**src/rtl/fp_vec3_cross_seq.sv**
```systemverilog
// FP16 vec3 cross product c = a x b built around one shared multiplier and
// one shared adder. A sequencer issues six products, then three differences,
// and presents the result through a valid/ready handshake.

// Shared FP16 multiplier: round-to-nearest-even, subnormals flushed to zero.
module fp_mul_micro #(
    parameter int LAT = 1
) (
    input  logic        clk,
    input  logic        rst,
    input  logic [15:0] a_i,
    input  logic [15:0] b_i,
    output logic [15:0] c_o
);
    logic [15:0] res;
    logic [21:0] prod;
    logic [20:0] norm;
    logic [10:0] mant_r;
    logic [6:0]  e_sum, e_out;
    logic        s, a_nan, b_nan, a_inf, b_inf, a_zero, b_zero;
    logic [15:0] pipe_q [LAT];

    // Combinational multiply with specials, normalisation and rounding.
    always_comb begin
        s      = a_i[15] ^ b_i[15];
        a_nan  = (&a_i[14:10]) & (|a_i[9:0]);
        b_nan  = (&b_i[14:10]) & (|b_i[9:0]);
        a_inf  = (&a_i[14:10]) & ~(|a_i[9:0]);
        b_inf  = (&b_i[14:10]) & ~(|b_i[9:0]);
        a_zero = ~(|a_i[14:10]);
        b_zero = ~(|b_i[14:10]);
        prod   = 22'({1'b1, a_i[9:0]}) * 22'({1'b1, b_i[9:0]});
        norm   = prod[21] ? prod[20:0] : {prod[19:0], 1'b0};
        mant_r = {1'b0, norm[20:11]} + {10'd0, norm[10] & ((|norm[9:0]) | norm[11])};
        e_sum  = {2'b0, a_i[14:10]} + {2'b0, b_i[14:10]} + {6'd0, prod[21]} + {6'd0, mant_r[10]};
        e_out  = e_sum - 7'd15;
        if (a_nan || b_nan)
            res = 16'h7E00;
        else if (a_inf || b_inf)
            res = (a_zero || b_zero) ? 16'h7E00 : {s, 5'h1F, 10'd0};
        else if (a_zero || b_zero || (e_sum <= 7'd15))
            res = {s, 15'd0};
        else if (e_out >= 7'd31)
            res = {s, 5'h1F, 10'd0};
        else
            res = {s, e_out[4:0], mant_r[9:0]};
    end

    // Output pipeline; its depth is the unit latency.
    always_ff @(posedge clk or posedge rst) begin
        if (rst) begin
            for (int i = 0; i < LAT; i++) pipe_q[i] <= '0;
        end else begin
            pipe_q[0] <= res;
            for (int i = 1; i < LAT; i++) pipe_q[i] <= pipe_q[i-1];
        end
    end

    assign c_o = pipe_q[LAT-1];
endmodule

// Shared FP16 adder: round-to-nearest-even, subnormals flushed to zero.
module fp_add_micro #(
    parameter int LAT = 1
) (
    input  logic        clk,
    input  logic        rst,
    input  logic [15:0] a_i,
    input  logic [15:0] b_i,
    output logic [15:0] c_o
);
    logic [15:0] res, x, y;
    logic        ge, eff_sub, stk, a_nan, b_nan, a_inf, b_inf;
    logic [4:0]  d;
    logic [13:0] mx, my, ysh, yv, nrm;
    logic [14:0] sum;
    logic [3:0]  pos;
    logic [10:0] mant_r;
    logic [6:0]  e_sum, e_out;
    logic [15:0] pipe_q [LAT];

    // Combinational add: order by magnitude, align with sticky, normalise, round.
    always_comb begin
        a_nan   = (&a_i[14:10]) & (|a_i[9:0]);
        b_nan   = (&b_i[14:10]) & (|b_i[9:0]);
        a_inf   = (&a_i[14:10]) & ~(|a_i[9:0]);
        b_inf   = (&b_i[14:10]) & ~(|b_i[9:0]);
        ge      = a_i[14:0] >= b_i[14:0];
        x       = ge ? a_i : b_i;
        y       = ge ? b_i : a_i;
        eff_sub = x[15] ^ y[15];
        d       = x[14:10] - y[14:10];
        mx      = {1'b1, x[9:0], 3'b000};
        my      = {1'b1, y[9:0], 3'b000};
        ysh     = my >> d;
        stk     = |(my & ((14'd1 << d) - 14'd1));
        yv      = {ysh[13:1], ysh[0] | stk};
        sum     = eff_sub ? ({1'b0, mx} - {1'b0, yv}) : ({1'b0, mx} + {1'b0, yv});
        pos     = 4'd0;
        for (int i = 0; i < 15; i++) if (sum[i]) pos = 4'(i);
        nrm     = 14'(sum << (4'd14 - pos));
        mant_r  = {1'b0, nrm[13:4]} + {10'd0, nrm[3] & ((|nrm[2:0]) | nrm[4])};
        e_sum   = {2'b0, x[14:10]} + {3'b0, pos} + {6'd0, mant_r[10]};
        e_out   = e_sum - 7'd13;
        if (a_nan || b_nan)
            res = 16'h7E00;
        else if (a_inf && b_inf && (a_i[15] != b_i[15]))
            res = 16'h7E00;
        else if (a_inf || b_inf)
            res = x;
        else if (x[14:10] == 5'd0)
            res = {x[15] & y[15], 15'd0};
        else if (y[14:10] == 5'd0)
            res = x;
        else if (sum == 15'd0)
            res = 16'h0000;
        else if (e_sum <= 7'd13)
            res = {x[15], 15'd0};
        else if (e_out >= 7'd31)
            res = {x[15], 5'h1F, 10'd0};
        else
            res = {x[15], e_out[4:0], mant_r[9:0]};
    end

    // Output pipeline; its depth is the unit latency.
    always_ff @(posedge clk or posedge rst) begin
        if (rst) begin
            for (int i = 0; i < LAT; i++) pipe_q[i] <= '0;
        end else begin
            pipe_q[0] <= res;
            for (int i = 1; i < LAT; i++) pipe_q[i] <= pipe_q[i-1];
        end
    end

    assign c_o = pipe_q[LAT-1];
endmodule

// Sequencer top.
// state | meaning
// IDLE  | in_ready high, waiting for operands
// MUL   | issuing six products, collecting p0..p5
// SUB   | issuing three differences, collecting c_x/c_y/c_z
// DONE  | out_valid high, result held until out_ready
module fp_vec3_cross_seq #(
    parameter int MUL_LAT = 1,
    parameter int ADD_LAT = 1
) (
    input  logic        clk,
    input  logic        rst,
    input  logic        in_valid,
    output logic        in_ready,
    input  logic [15:0] a_x,
    input  logic [15:0] a_y,
    input  logic [15:0] a_z,
    input  logic [15:0] b_x,
    input  logic [15:0] b_y,
    input  logic [15:0] b_z,
    output logic        out_valid,
    input  logic        out_ready,
    output logic [15:0] c_x,
    output logic [15:0] c_y,
    output logic [15:0] c_z
);
    typedef enum logic [1:0] {IDLE, MUL, SUB, DONE} state_t;

    state_t             state_q;
    logic [15:0]        ax_q, ay_q, az_q, bx_q, by_q, bz_q;
    logic [15:0]        p_q [6];
    logic [15:0]        cx_q, cy_q, cz_q;
    logic [2:0]         iss_q, cap_q;
    logic [MUL_LAT-1:0] mvld_q;
    logic [ADD_LAT-1:0] avld_q;
    logic               in_ready_q, out_valid_q;
    logic               mul_go, add_go;
    logic [15:0]        mul_a, mul_b, mul_c, add_a, add_b, add_c;

    fp_mul_micro #(.LAT(MUL_LAT)) u_mul (
        .clk (clk), .rst (rst), .a_i (mul_a), .b_i (mul_b), .c_o (mul_c)
    );

    fp_add_micro #(.LAT(ADD_LAT)) u_add (
        .clk (clk), .rst (rst), .a_i (add_a), .b_i (add_b), .c_o (add_c)
    );

    // Operand selection for the shared units; a unit not being issued sees zeros.
    always_comb begin
        mul_go = (state_q == MUL) && (iss_q < 3'd6);
        add_go = (state_q == SUB) && (iss_q < 3'd3);
        mul_a  = '0;
        mul_b  = '0;
        add_a  = '0;
        add_b  = '0;
        if (mul_go) begin
            case (iss_q)
                3'd0:    begin mul_a = ay_q; mul_b = bz_q; end
                3'd1:    begin mul_a = az_q; mul_b = by_q; end
                3'd2:    begin mul_a = az_q; mul_b = bx_q; end
                3'd3:    begin mul_a = ax_q; mul_b = bz_q; end
                3'd4:    begin mul_a = ax_q; mul_b = by_q; end
                default: begin mul_a = ay_q; mul_b = bx_q; end
            endcase
        end
        if (add_go) begin
            case (iss_q)
                3'd0:    begin add_a = p_q[0]; add_b = {~p_q[1][15], p_q[1][14:0]}; end
                3'd1:    begin add_a = p_q[2]; add_b = {~p_q[3][15], p_q[3][14:0]}; end
                default: begin add_a = p_q[4]; add_b = {~p_q[5][15], p_q[5][14:0]}; end
            endcase
        end
    end

    // Transaction FSM, capture-valid tracking and result registers.
    always_ff @(posedge clk or posedge rst) begin
        if (rst) begin
            state_q     <= IDLE;
            in_ready_q  <= 1'b1;
            out_valid_q <= 1'b0;
            ax_q <= '0; ay_q <= '0; az_q <= '0;
            bx_q <= '0; by_q <= '0; bz_q <= '0;
            for (int i = 0; i < 6; i++) p_q[i] <= '0;
            cx_q <= '0; cy_q <= '0; cz_q <= '0;
            iss_q  <= '0;
            cap_q  <= '0;
            mvld_q <= '0;
            avld_q <= '0;
        end else begin
            mvld_q[0] <= mul_go;
            for (int i = 1; i < MUL_LAT; i++) mvld_q[i] <= mvld_q[i-1];
            avld_q[0] <= add_go;
            for (int i = 1; i < ADD_LAT; i++) avld_q[i] <= avld_q[i-1];
            case (state_q)
                IDLE: begin
                    if (in_valid) begin
                        ax_q <= a_x; ay_q <= a_y; az_q <= a_z;
                        bx_q <= b_x; by_q <= b_y; bz_q <= b_z;
                        iss_q      <= '0;
                        cap_q      <= '0;
                        in_ready_q <= 1'b0;
                        state_q    <= MUL;
                    end
                end
                MUL: begin
                    if (mul_go) iss_q <= iss_q + 3'd1;
                    if (mvld_q[MUL_LAT-1]) begin
                        p_q[cap_q] <= mul_c;
                        cap_q      <= cap_q + 3'd1;
                        if (cap_q == 3'd5) begin
                            iss_q   <= '0;
                            cap_q   <= '0;
                            state_q <= SUB;
                        end
                    end
                end
                SUB: begin
                    if (add_go) iss_q <= iss_q + 3'd1;
                    if (avld_q[ADD_LAT-1]) begin
                        cap_q <= cap_q + 3'd1;
                        case (cap_q)
                            3'd0: cx_q <= add_c;
                            3'd1: cy_q <= add_c;
                            default: begin
                                cz_q        <= add_c;
                                iss_q       <= '0;
                                cap_q       <= '0;
                                out_valid_q <= 1'b1;
                                state_q     <= DONE;
                            end
                        endcase
                    end
                end
                DONE: begin
                    if (out_ready) begin
                        out_valid_q <= 1'b0;
                        in_ready_q  <= 1'b1;
                        state_q     <= IDLE;
                    end
                end
                default: state_q <= IDLE;
            endcase
        end
    end

    assign in_ready  = in_ready_q;
    assign out_valid = out_valid_q;
    assign c_x       = cx_q;
    assign c_y       = cy_q;
    assign c_z       = cz_q;
endmodule

```
**config.mk**
```make
export PLATFORM = sky130hd
export DESIGN_NAME = fp_vec3_cross_seq
export DESIGN_NICKNAME = d
export VERILOG_FILES = /design/src/rtl/fp_vec3_cross_seq.sv
export SDC_FILE = /design/constraint.sdc
export NUM_CORES = 1
export LEC_CHECK = 0
export CORE_MARGIN = 2
export CORE_UTILIZATION = 30
export DETAILED_ROUTE_END_ITERATION = 16
export GPL_ROUTABILITY_DRIVEN = 0
export GPL_TIMING_DRIVEN = 0
export PLACE_DENSITY = 0.58
export SYNTH_ARGS = -nofsm -noshare
export SYNTH_HDL_FRONTEND = slang
export SYNTH_HIERARCHICAL = 1
export SYNTH_SLANG_ARGS = --single-unit
```
**constraint.sdc**
```tcl
create_clock -name clk -period 41.1 [get_ports clk]
set_clock_uncertainty 0.1 [all_clocks]
set_input_delay 6.165 -clock clk [delete_from_list [all_inputs] [get_ports clk]]
set_output_delay 6.165 -clock clk [all_outputs]
set_load 0.02 [all_outputs]
```
Yosys cells after proc, flatten, opt, wreduce, memory -nomap -nowiden

Cells that the tools add are included.

Equal/unequal tests: 16
Div/mod/pow operators: 0
Bitwise logic cells: 28
Reduce and logical (&&, ||, !) cells: 48
Shifts and indexed selects: 3
Order comparisons: 9
Mux-type cells: 69
$mul: 1
Add/sub/neg operators: 16

Operators with widths:

| cell                 | number |
|---|---|
| $mux W16             | 16 |
| $pmux W16 S2         | 4 |
| $bwmux W96           | 1 |
| $mux W15             | 5 |
| $reduce_or A10 Y1    | 5 |
| $demux W16 S3        | 1 |
| $mux W3              | 15 |
| $mux W4              | 7 |
| $add A10 B1 Y11      | 2 |
| $mul A11 B11 Y22     | 1 |
| $add A7 B1 Y7        | 3 |
| $mux W21             | 1 |
| $reduce_and A5 Y1    | 4 |
| $pmux W3 S3          | 2 |
| $mux W2              | 8 |
| $add A14 B14 Y15     | 1 |
| $ge A15 B15 Y1       | 1 |
| $logic_not A15 Y1    | 1 |
| $shl A15 B4 Y14      | 1 |
| $sub A14 B14 Y15     | 1 |
| $and A14 B14 Y14     | 1 |
| $ge A7 B5 Y1 const B | 2 |
| $le A7 B4 Y1 const B | 2 |
| $reduce_or A14 Y1    | 1 |
| other kinds (43)     | 104 |

Word-level logic and storage cells: 214
Output and inout bits: 50
Bits in read-only memories: 0
Latch bits: 0
Memories kept: 0
Memory bits (writable): 0
Register bits after elaboration: 284

Depth between registers and ports, before layout

Gate-level depths: netlist of run 1.

Depth in word-level cells: 44
Depth in mapped cells: 75
Gate-level depth less buffers: 65

Modules after synthesis

The synthesis of run 1 kept the hierarchy.

Modules (own cells, without submodules):

| module            | seq. area each (um^2) | cells an instance | area an instance (um^2) | instances |
|---|---|---|---|---|
| fp_vec3_cross_seq | 6,307.3               | 880               | 11,384.7                | 1 |
| fp_mul_micro      | 400.4                 | 687               | 5,811.8                 | 1 |
| fp_add_micro      | 400.4                 | 772               | 5,660.4                 | 1 |

Least setup slack after synthesis of run 1

No wires, ideal clock.

Kind: register to register
Start: reg iss_q[1]
End: reg u_add.pipe_q (netlist bit u_add/c_o[7])
Setup slack: 26.986 ns
Setup time: 0.069 ns
Data required time: 40.931 ns
Stages on the path, launching flop included: 72
Period minus slack after synthesis: 14.114 ns
Arrival: 13.945 ns
Path buffers: 10
Cell sequence: dfrtp_1 clkbuf_1 clkbuf_1 buf_2 inv_1 ha_1 clkbuf_1 clkbuf_1 a221oi_1 nor3_1 inv_1 ha_1 nand4_1 or4_1 nand4_1 nor2_1 clkbuf_1 clkbuf_1 [... 36 more ...] nand3_1 nor3_1 nand2_1 nor3_1 fa_1 fa_1 xnor2_1 a21oi_1 nand2_1 a21oi_1 o21ai_0 a31oi_1 a31oi_1 inv_1 nor3_1 and3_2 or4b_1 nand3_1

Cells in the longest elaborated chain, start to end: 44
Elaborated cells between the ends (all ways): 73
Those cells by class: add/sub: 9; order compare: 4; eq/ne: 2; shift: 3; mux: 29; bitwise: 11; reduce/logical: 15

Ends and longest elaborated chain:

| what                                                | line     | source |
|---|---|---|
| start, declared                                     | 170      | `logic [2:0] iss_q, cap_q;` |
| start signal, assigned                              | 243      | `if (mul_go) iss_q <= iss_q + 3'd1;` |
| start signal, assigned                              | 255      | `if (add_go) iss_q <= iss_q + 3'd1;` |
| $lt A3 B2 Y1, or another cell as far along          | 188      | `add_go = (state_q == SUB) && (iss_q < 3'd3);` |
| $logic_and A1 B1 Y1 or $pmux W16 S2 (tied branches) | 188, 204 |  |
| $mux W16 (*)                                        | 203      | `if (add_go) begin` |
| named net add_b[11]                                 | 175      | `logic [15:0] mul_a, mul_b, mul_c, add_a, add_b, add_c;` |
| $ge A15 B15 Y1                                      | 88       | `ge = a_i[14:0] >= b_i[14:0];` |
| $mux W16, on equally long branches                  | 89, 90   |  |
| $sub A5 B5 Y5                                       | 92       | `d = x[14:10] - y[14:10];` |
| $shl A1 B5 Y14                                      | 96       | `stk = \|(my & ((14'd1 << d) - 14'd1));` |
| [... 30 more ...]                                   | -        |  |
| $mux W15                                            | 117      | `else if (e_sum <= 7'd13)` |
| $mux W16                                            | 115      | `else if (sum == 15'd0)` |
| $mux W16                                            | 113      | `else if (y[14:10] == 5'd0)` |
| $mux W16                                            | 111      | `else if (x[14:10] == 5'd0)` |
| $mux W16                                            | 109      | `else if (a_inf \|\| b_inf)` |
| $mux W16                                            | 107      | `else if (a_inf && b_inf && (a_i[15] != b_i[15]))` |
| $mux W16 (*)                                        | 105      | `if (a_nan \|\| b_nan)` |
| named net u_add.res[7]                              | 72       | `logic [15:0] res, x, y;` |
| end, declared                                       | 80       | `logic [15:0] pipe_q [LAT];` |

The timed path passes the listed nets; every way through them passes the cells marked *.
A chain may end at the register's enable or synchronous reset.

Final worst setup path of run 1

Same ends and word-level chain as after synthesis.

==> flow_summary_export.csv, run 1 <==
group,metric,value,unit
logic_synthesis,syn_area,0.0229,mm²
timing,tightestPinTransition,1270,ps
floorplan,pin_count,150,
floorplan,dieArea,0.0784,mm²
floorplan,num_rows,101,
min_path,hold_end,"p_q[23]",
logic_synthesis,synth_edf_count,0,
logic_synthesis,yosysSeqAreaShare,0.311,
drt,drt_wl_total,63700,µm
clocking,cts_sinks,284,
clocking,cts_tree,"built",
timing,fmax,0.0557,GHz
floorplan,fp.dieH,280,µm
critical_path,worstReg2RegEnd,"u_add/c_o[7]",
timing,rsz0062_at_grt,"false",
floorplan,die_w,280,µm
logic_synthesis,synthesis.instances,2339,
logic_synthesis,synth_top_cell_by_area,"dfrtp_1",
drt,drtAntennaViolNets,0,
clocking,cts_resized,0,
critical_path,cpMaxStageDelayCell,"o32ai_1",
global_routing,antenna_found_initial,1,
min_path,hold_depth,1,
run,max_cap_violations,0,
logic_synthesis,yosysMostFrequentCell,"dfrtp_1",
global_routing,grt_use_total,0.162,
critical_path,end_kind,"register",
logic_synthesis,synth-main-ff-cell,"dfrtp_1",
place,post-dp-hpwl,50400,µm
critical_path,slowest_delay,690,ps
final_layout,nFillCells,7683,
clocking,cts_buffers,30,
logic_synthesis,synth_seq_cells,284,
drt,drcViolationCount,0,
logic_synthesis,synth_top_area_share,0.310,
critical_path,critical_path_class,"reg -> reg",
timing,finalSetupTns,0,ps
final_layout,fin_nets,2835,
final_layout,regMostFlops,"p_q",
final_layout,area_delta_synth_final,16.5,%
final_layout,drive_above_1_share,0.175,
place,portBuffers,149,
timing,slew_headroom,0.147,
clocking,clk_pin_slew,60,ps
drt,via_per_inst,5.20,
critical_path,cp.required,41510,ps
drt,drtIter0Drc,1453,
timing,period_needed,17950,ps
logic_synthesis,syn-num-nets,2652,
logic_synthesis,synth.distinct_cells,131,
clocking,clk_latency,580,ps
timing,hold_violations,0,
critical_path,path_max_fanout,10,
final_layout,largest_reg_flops,96,
timing,drv_slew,0,
global_routing,grt_pass1_vias,18600,
logic_synthesis,avgSynthCellArea,9.77,µm²
clocking,cts_max_level,1,
critical_path,crit_arrival,18360,ps
logic_synthesis,async_flop_share,1.00,
clocking,clock_path_buffers,3,
critical_path,r2r_cells,66,
drt,num_vias,18300,
logic_synthesis,synth_warnings,6,
logic_synthesis,ys_top_cells_by_area,"dfrtp_1 31%, mux2_2 11%, fa_1 7.4%",
drt,drt_first_pass_iters,5,
critical_path,rrSetupSlack,23150,ps
critical_path,worst-path-buf-inv,20,
logic_synthesis,synth_commonest_cells,"283 x dfrtp_1, 231 x mux2_2, 199 x inv_1",
critical_path,critical_path.top_delay_family,"simple AND/OR/NAND/NOR gates",
timing,period_share,0.437,
global_routing,overflow,0,
global_routing,grt_max_degree,114,
min_path,min-delay-start,"p_q[23]",
outcome,outcome,"completed",
critical_path,worstReg2RegStart,"iss_q[1]",
drt,wl_per_cell,18.1,µm
global_routing,grt_pass1_wl,104000,µm
floorplan,fp.coreArea,0.0757,mm²
timing,setup_viol,0,
clocking,cts_setup_buffers,0,
critical_path,startpoint_type,"register",
floorplan,start_util,0.302,
clocking,cts-root-buf,"clkbuf_16",
clocking,holdBufCountCts,0,
min_path,worstHoldPathType,"reg -> reg",
[area by class of cell]
class	count	area [µm²]	share of cell area
Multi-Input combinational cell	1726	14300	0.537
Sequential cell	284	7110	0.267
Timing Repair Buffer	151	1550	0.0581
Tap cell	978	1220	0.0459
Clock buffer	42	846	0.0318
Inverter	202	766	0.0287
Buffer	127	696	0.0261
Clock inverter	14	154	0.00578
Antenna cell	1	2.50	0.0000939
[worst reg2reg max path, delay by kind of cell, from the launching register on]
family	cells	cell delay, ps
buf+inv	20	4710
flops	1	410
fa+ha+maj	8	2260
compound gates	19	4900
simple gates	19	5520
[layout by cell type (no fill, tap or decap), drive strengths merged, types with 13 or more instances in the layout]
master	netlist	final
dfrtp	283	283
mux2	254	254
inv	200	203
nand2	177	177
nor2	150	150
clkdlybuf4s50	0	149
ha	128	128
a21oi	115	115
o21ai	100	100
clkbuf	55	97
fa	85	85
buf	70	72
nor3	61	61
and2	55	55
nand3	47	47
a221oi	39	39
a22oi	38	38
o211ai	36	36
mux2i	31	31
xnor2	28	28
a31oi	24	24
a211oi	24	24
xor2	23	23
nor4	20	20
a21o	18	18
or3	18	18
and3	17	17
o21a	15	15
nand4	15	15
o22ai	14	14
o31ai	14	14
or4	13	13
[worst max-delay path by stage]
| stage | start | end | slack [ps] | depth (start not counted) |
|---|---|---|---|---|
| floorplan | iss_q[1] | u_add/c_o[7] | 26990 | 71 |
| global placement | iss_q[1] | u_add/c_o[7] | 23540 | 66 |
| detailed placement | iss_q[1] | u_add/c_o[7] | 23620 | 66 |
| CTS | iss_q[1] | u_add/c_o[7] | 23490 | 66 |
| global route | iss_q[1] | u_add/c_o[7] | 21880 | 72 |
| finish | iss_q[1] | u_add/c_o[7] | 23150 | 66 |
[logic make-up (layout without fill, tap and decap cells)]
| logic type | Yosys count | count (layout) | synth area share |
|---|---|---|---|
| XOR/XNOR | 53 | 53 | 0.0232 |
| flip-flops | 284 | 284 | 0.311 |
| other | 0 | 1 | 0 |
| buffers and inverters | 329 | 536 | 0.0636 |
| multiplexers | 295 | 295 | 0.150 |
| AND/OR/NAND/NOR | 635 | 635 | 0.141 |
| adder cells (fa/ha/maj) | 213 | 213 | 0.145 |
| AO/OA/AOI/OAI | 530 | 530 | 0.166 |
[routing by layer]
layer | track usage | wire (µm) | up-vias
met5 | 0 | 0 | -
li1 | - | - | 8784
met1 | 0.219 | 29300 | 9091
met3 | 0.0181 | 2230 | 84
met4 | 0.0413 | 1500 | 0
met2 | 0.276 | 30700 | 377
[through the flow]
| step | setup WS (ps) | hold WS, ps | instances | util | area, µm² |
|---|---|---|---|---|---|
| after floorplan | 26990 | 365 | 2339 | - | 22900 |
| after global placement | 23540 | 374 | 3466 | 0.338 | 25600 |
| after detailed placement | 23620 | 382 | 3468 | 0.339 | 25600 |
| after CTS | 23490 | 396 | 3524 | 0.352 | 26600 |
| after global routing | 21880 | 401 | 3525 | 0.352 | 26600 |
| final | 23150 | 394 | 3525 | 0.352 | 26600 |
Power of run 1 is left out: the tool's default activity adds up to more than one toggle a clock period on the data nets, which glitch-free logic cannot reach.
==> inputs of run 2 (changes only) <==
==> constraint.sdc (replaced) <==
create_clock -name clk -period 17.6 [get_ports clk]
set_clock_uncertainty 0.1 [all_clocks]
set_input_delay 2.64 -clock clk [delete_from_list [all_inputs] [get_ports clk]]
set_output_delay 2.64 -clock clk [all_outputs]
set_load 0.02 [all_outputs]
==> flow_summary_export.csv, run 2 (synthesis gave the netlist of run 1 again) <==
group,metric,value,unit
outcome,outcome,"completed",
critical_path,slowest_delay,670,ps
critical_path,cp-endpoint,"u_add/c_o[7]",
final_layout,multi_input_area,0.0145,mm²
timing,period_needed,16410,ps
global_routing,grt_pass1_vias,18600,
critical_path,crit_arrival,16820,ps
critical_path,cpMaxStageDelayCell,"xnor2_1",
drt,wl_per_cell,18.1,µm
floorplan,num_rows,101,
critical_path,crit_top_cell,"inv_1",
timing,slew_headroom,0.165,
critical_path,cp.required,18010,ps
timing,finalSetupTns,0,ps
global_routing,grt_use_total,0.162,
critical_path,r2r_cells,64,
global_routing,antenna_found_initial,1,
floorplan,pin_count,150,
floorplan,die_w,280,µm
final_layout,area_delta_synth_final,17.4,%
floorplan,fp.dieH,280,µm
run,max_cap_violations,0,
place,portBuffers,149,
critical_path,critical_path.startpoint,"iss_q[1]",
drt,drtIter0Drc,1465,
final_layout,drive_above_1_share,0.192,
min_path,worstHoldPathType,"reg -> reg",
timing,setup_viol,0,
clocking,cts_buffers,30,
critical_path,worst-path-buf-inv,20,
critical_path,rrSetupSlack,1190,ps
final_layout,fin_nets,2835,
drt,drtAntennaViolNets,0,
min_path,min-delay-start,"p_q[23]",
drt,via_per_inst,5.23,
floorplan,start_util,0.302,
timing,fmax,0.0610,GHz
final_layout,final-seq-area,0.00711,mm²
floorplan,dieArea,0.0784,mm²
clocking,clk_latency,580,ps
critical_path,worstReg2RegEnd,"u_add/c_o[7]",
clocking,cts_sinks,284,
clocking,cts_max_level,1,
clocking,clk_pin_slew,60,ps
critical_path,end_kind,"register",
floorplan,fp.coreArea,0.0757,mm²
timing,hold_violations,0,
critical_path,worstReg2RegStart,"iss_q[1]",
drt,drt_wl_total,63900,µm
critical_path,startpoint_type,"register",
timing,rsz0062_at_grt,"false",
timing,drv_slew,0,
critical_path,critical_path_class,"reg -> reg",
critical_path,path_max_fanout,10,
final_layout,layout_commonest_cell,"dfrtp_1",
final_layout,final_cell_mix,"283 x dfrtp_1, 231 x mux2_2, 198 x inv_1",
clocking,cts-root-buf,"clkbuf_16",
global_routing,grt_max_degree,114,
drt,num_vias,18400,
final_layout,nFillCells,7672,
clocking,clock_path_buffers,3,
critical_path,path_depth,64,
global_routing,grt_pass1_wl,104000,µm
timing,tightestPinTransition,1240,ps
place,post-dp-hpwl,50400,µm
global_routing,overflow,0,
drt,drt_first_pass_iters,6,
timing,period_share,0.932,
final_layout,largest_reg_flops,96,
final_layout,regMostFlops,"p_q",
critical_path,critical_path.top_delay_family,"simple AND/OR/NAND/NOR gates",
drt,drcViolationCount,0,
clocking,cts_tree,"built",
==> run 2: changes by cell type in the layout (fill, tap and decap cells not counted), sizes merged <==
cell	before	now
buf	72	73
clkbuf	97	96
diode	1	2
==> run 2: per-layer routing <==
metal,wire [µm],share of wire,vias up,track usage
met5,0,0,-,0
met4,1440,0.023,0,0.0413
met3,2450,0.038,80,0.0181
met2,31000,0.48,393,0.276
met1,29100,0.45,9160,0.219
li1,-,-,8796,-
==> run 2: cell type report <==
class	count	share of cell area
clock buffers	42	0.0315
diodes	2	0.000187
repair buffers	152	0.0579
clock inverters	14	0.00574
multi-input cells	1726	0.539
flip-flops and latches	284	0.265
inverters	202	0.0285
plain buffers	126	0.0262
well taps	978	0.0456
==> run 2: worst min path at each step <==
stage / end / slack (ps) / depth (start not counted)
detailed placement: p_q[17] / 380 / 1
finish: p_q[23] / 390 / 1
floorplan: p_q[16] / 360 / 1
global route: p_q[22] / 400 / 1
global placement: p_q[17] / 370 / 1
CTS: p_q[17] / 400 / 1
==> run 2: worst register-to-register path, delay by kind of cell (launching register included) <==
family / cells / cell delay (ps)
xor+xnor: 1 / 670
compound gates: 17 / 3950
buf+inv: 20 / 4420
flops: 1 / 400
fa+ha+maj: 7 / 2150
simple gates: 19 / 4650
==> run 2: repair_timing <==
item | CTS | global route
pin swaps | 0 | 1
cloned | 0 | 0
hold buffers | 0 | 0
endpoints found under the setup margin | 1 | 13
resized for setup | 1 | 50
setup buffers | 0 | 1
==> run 2: through the flow <==
stage | util | std cells | area, µm² | hold WS [ps] | setup slack (ps)
after floorplan | - | 2339 | 22900 | 365 | 3490
after global placement | 0.338 | 3466 | 25600 | 374 | 36.1
after detailed placement | 0.339 | 3468 | 25600 | 382 | 124
after CTS | 0.352 | 3524 | 26600 | 396 | 119
after global routing | 0.354 | 3525 | 26800 | 401 | 4.15
final | 0.354 | 3526 | 26800 | 393 | 1190
Power of run 2 is left out for the same reason.
==> inputs of run 3 (changes only) <==
--- a/config.mk
+++ b/config.mk
@@ -11,6 +11,7 @@
 export GPL_ROUTABILITY_DRIVEN = 0
 export GPL_TIMING_DRIVEN = 0
 export PLACE_DENSITY = 0.58
+export RECOVER_POWER = 100
 export SYNTH_ARGS = -nofsm -noshare
 export SYNTH_HDL_FRONTEND = slang
 export SYNTH_HIERARCHICAL = 1
==> flow_summary_export.csv, run 3 (synthesis gave the netlist of run 1 again) <==
group,metric,value,unit
outcome,outcome,"complete, but fails checks",
outcome,violations,"capacitance limit, slew limit",
clocking,clk_pin_slew,60,ps
run,max_cap_violations,3,
clocking,cts_sinks,284,
place,post-place-ws,124,ps
floorplan,start_util,0.302,
timing,drv_slew,257,
place,post-dp-hpwl,50400,µm
critical_path,cp.required,18010,ps
timing,setup_viol,0,
final_layout,drive_above_1_share,0.173,
global_routing,grt_use_total,0.162,
critical_path,startpoint_type,"register",
timing,rsz0062_at_grt,"false",
global_routing,grt_pass1_wl,104000,µm
final_layout,fin_nets,2835,
final_layout,largest_reg_flops,96,
timing,worst_slack,1240,ps
timing,period_share,0.930,
timing,slew_headroom,-2.96,
timing,tightestPinTransition,5930,ps
place,portBuffers,149,
clocking,holdBufCountCts,0,
critical_path,crit_top_cell,"a21oi_1",
clocking,cts_max_level,1,
floorplan,fp.coreArea,0.0757,mm²
global_routing,grt_max_degree,114,
critical_path,slowest_delay,600,ps
drt,drt_first_pass_iters,5,
timing,hold_violations,0,
clocking,cts_buffers,30,
floorplan,fp.dieH,280,µm
clocking,clock_path_buffers,3,
floorplan,pin_count,150,
final_layout,layout_commonest_cell,"dfrtp_1",
final_layout,area_delta_synth_final,16.3,%
drt,via_per_inst,5.22,
critical_path,cpMaxStageDelayCell,"or4_1",
timing,fmax,0.0611,GHz
drt,wl_per_cell,18.1,µm
floorplan,die_w,280,µm
floorplan,num_rows,101,
drt,num_vias,18400,
drt,drtIter0Drc,1467,
global_routing,grt_pass1_vias,18600,
timing,period_needed,16360,ps
final_layout,final_cell_mix,"283 x dfrtp_1, 230 x mux2_2, 198 x inv_1",
min_path,worstHoldPathType,"reg -> reg",
critical_path,crit_arrival,16770,ps
final_layout,nFillCells,7719,
global_routing,overflow,0,
drt,drt_wl_total,63900,µm
drt,drcViolationCount,0,
final_layout,regMostFlops,"p_q",
drt,drtAntennaViolNets,0,
critical_path,end_kind,"register",
clocking,cts_tree,"built",
timing,finalSetupTns,0,ps
critical_path,path_max_fanout,10,
clocking,cts-root-buf,"clkbuf_16",
global_routing,antenna_found_initial,1,
clocking,clk_latency,580,ps
critical_path,critical_path_class,"reg -> reg",
floorplan,dieArea,0.0784,mm²
-- run 3: per-layer routing --
| metal | share of wire | track usage | routed length (µm) | vias to the layer above |
|---|---|---|---|---|
| met5 | 0 | 0 | 0 | - |
| met3 | 0.035 | 0.0181 | 2220 | 79 |
| met2 | 0.48 | 0.276 | 31000 | 352 |
| met1 | 0.46 | 0.219 | 29200 | 9173 |
| li1 | - | - | - | 8788 |
| met4 | 0.023 | 0.0413 | 1440 | 0 |
-- run 3: cell type report --
cell class	count	area [µm²]	area share
clock buffers	42	846	0.0318
plain buffers	126	613	0.0231
inverters	202	759	0.0286
diodes	1	2.50	0.0000942
clock inverters	14	154	0.00579
multi-input cells	1726	14400	0.540
repair buffers	152	1510	0.0567
well taps	978	1220	0.0460
flip-flops and latches	284	7110	0.267
-- run 3: path summary, 6_finish.rpt --
check	startpoint	to	slack (ps)	cells past startpoint
min reg2reg	p_q[17]	p_q[17]	390	1
max reg2reg	iss_q[1]	u_add/c_o[7]	1240	69
min	p_q[17]	p_q[17]	390	1
max in group asynchronous	rst	az_q[0]	4240	4
max	iss_q[1]	u_add/c_o[7]	1240	69
min in group asynchronous	rst	u_mul/c_o[10]	2700	2
-- run 3: worst max-delay path, delay by kind of cell (launching register included) --
kind | cells | cell delay, ps
AO/OA/AOI/OAI | 21 | 4290
AND/OR/NAND/NOR | 22 | 5380
buffers and inverters | 18 | 3750
adder cells (fa/ha/maj) | 7 | 2020
XOR/XNOR | 1 | 350
flip-flops | 1 | 390
-- run 3: timing repair --
action	in CTS	in global routing
cloned	0	0
resized for setup	1	50
pin swaps	0	1
setup buffers	0	1
setup endpoints to repair	1	13
-- run 3: per-stage QoR --
step | cell area (µm²) | utilization | cells | hold WS, ps
finish | 26600 | 0.351 | 3525 | 392
global route | 26600 | 0.351 | 3525 | 401
CTS | 26600 | 0.352 | 3524 | 396
detailed placement | 25600 | 0.339 | 3468 | 382
floorplan | 22900 | - | 2339 | 365
global placement | 25600 | 0.338 | 3466 | 374
Power of run 3 is left out for the same reason.
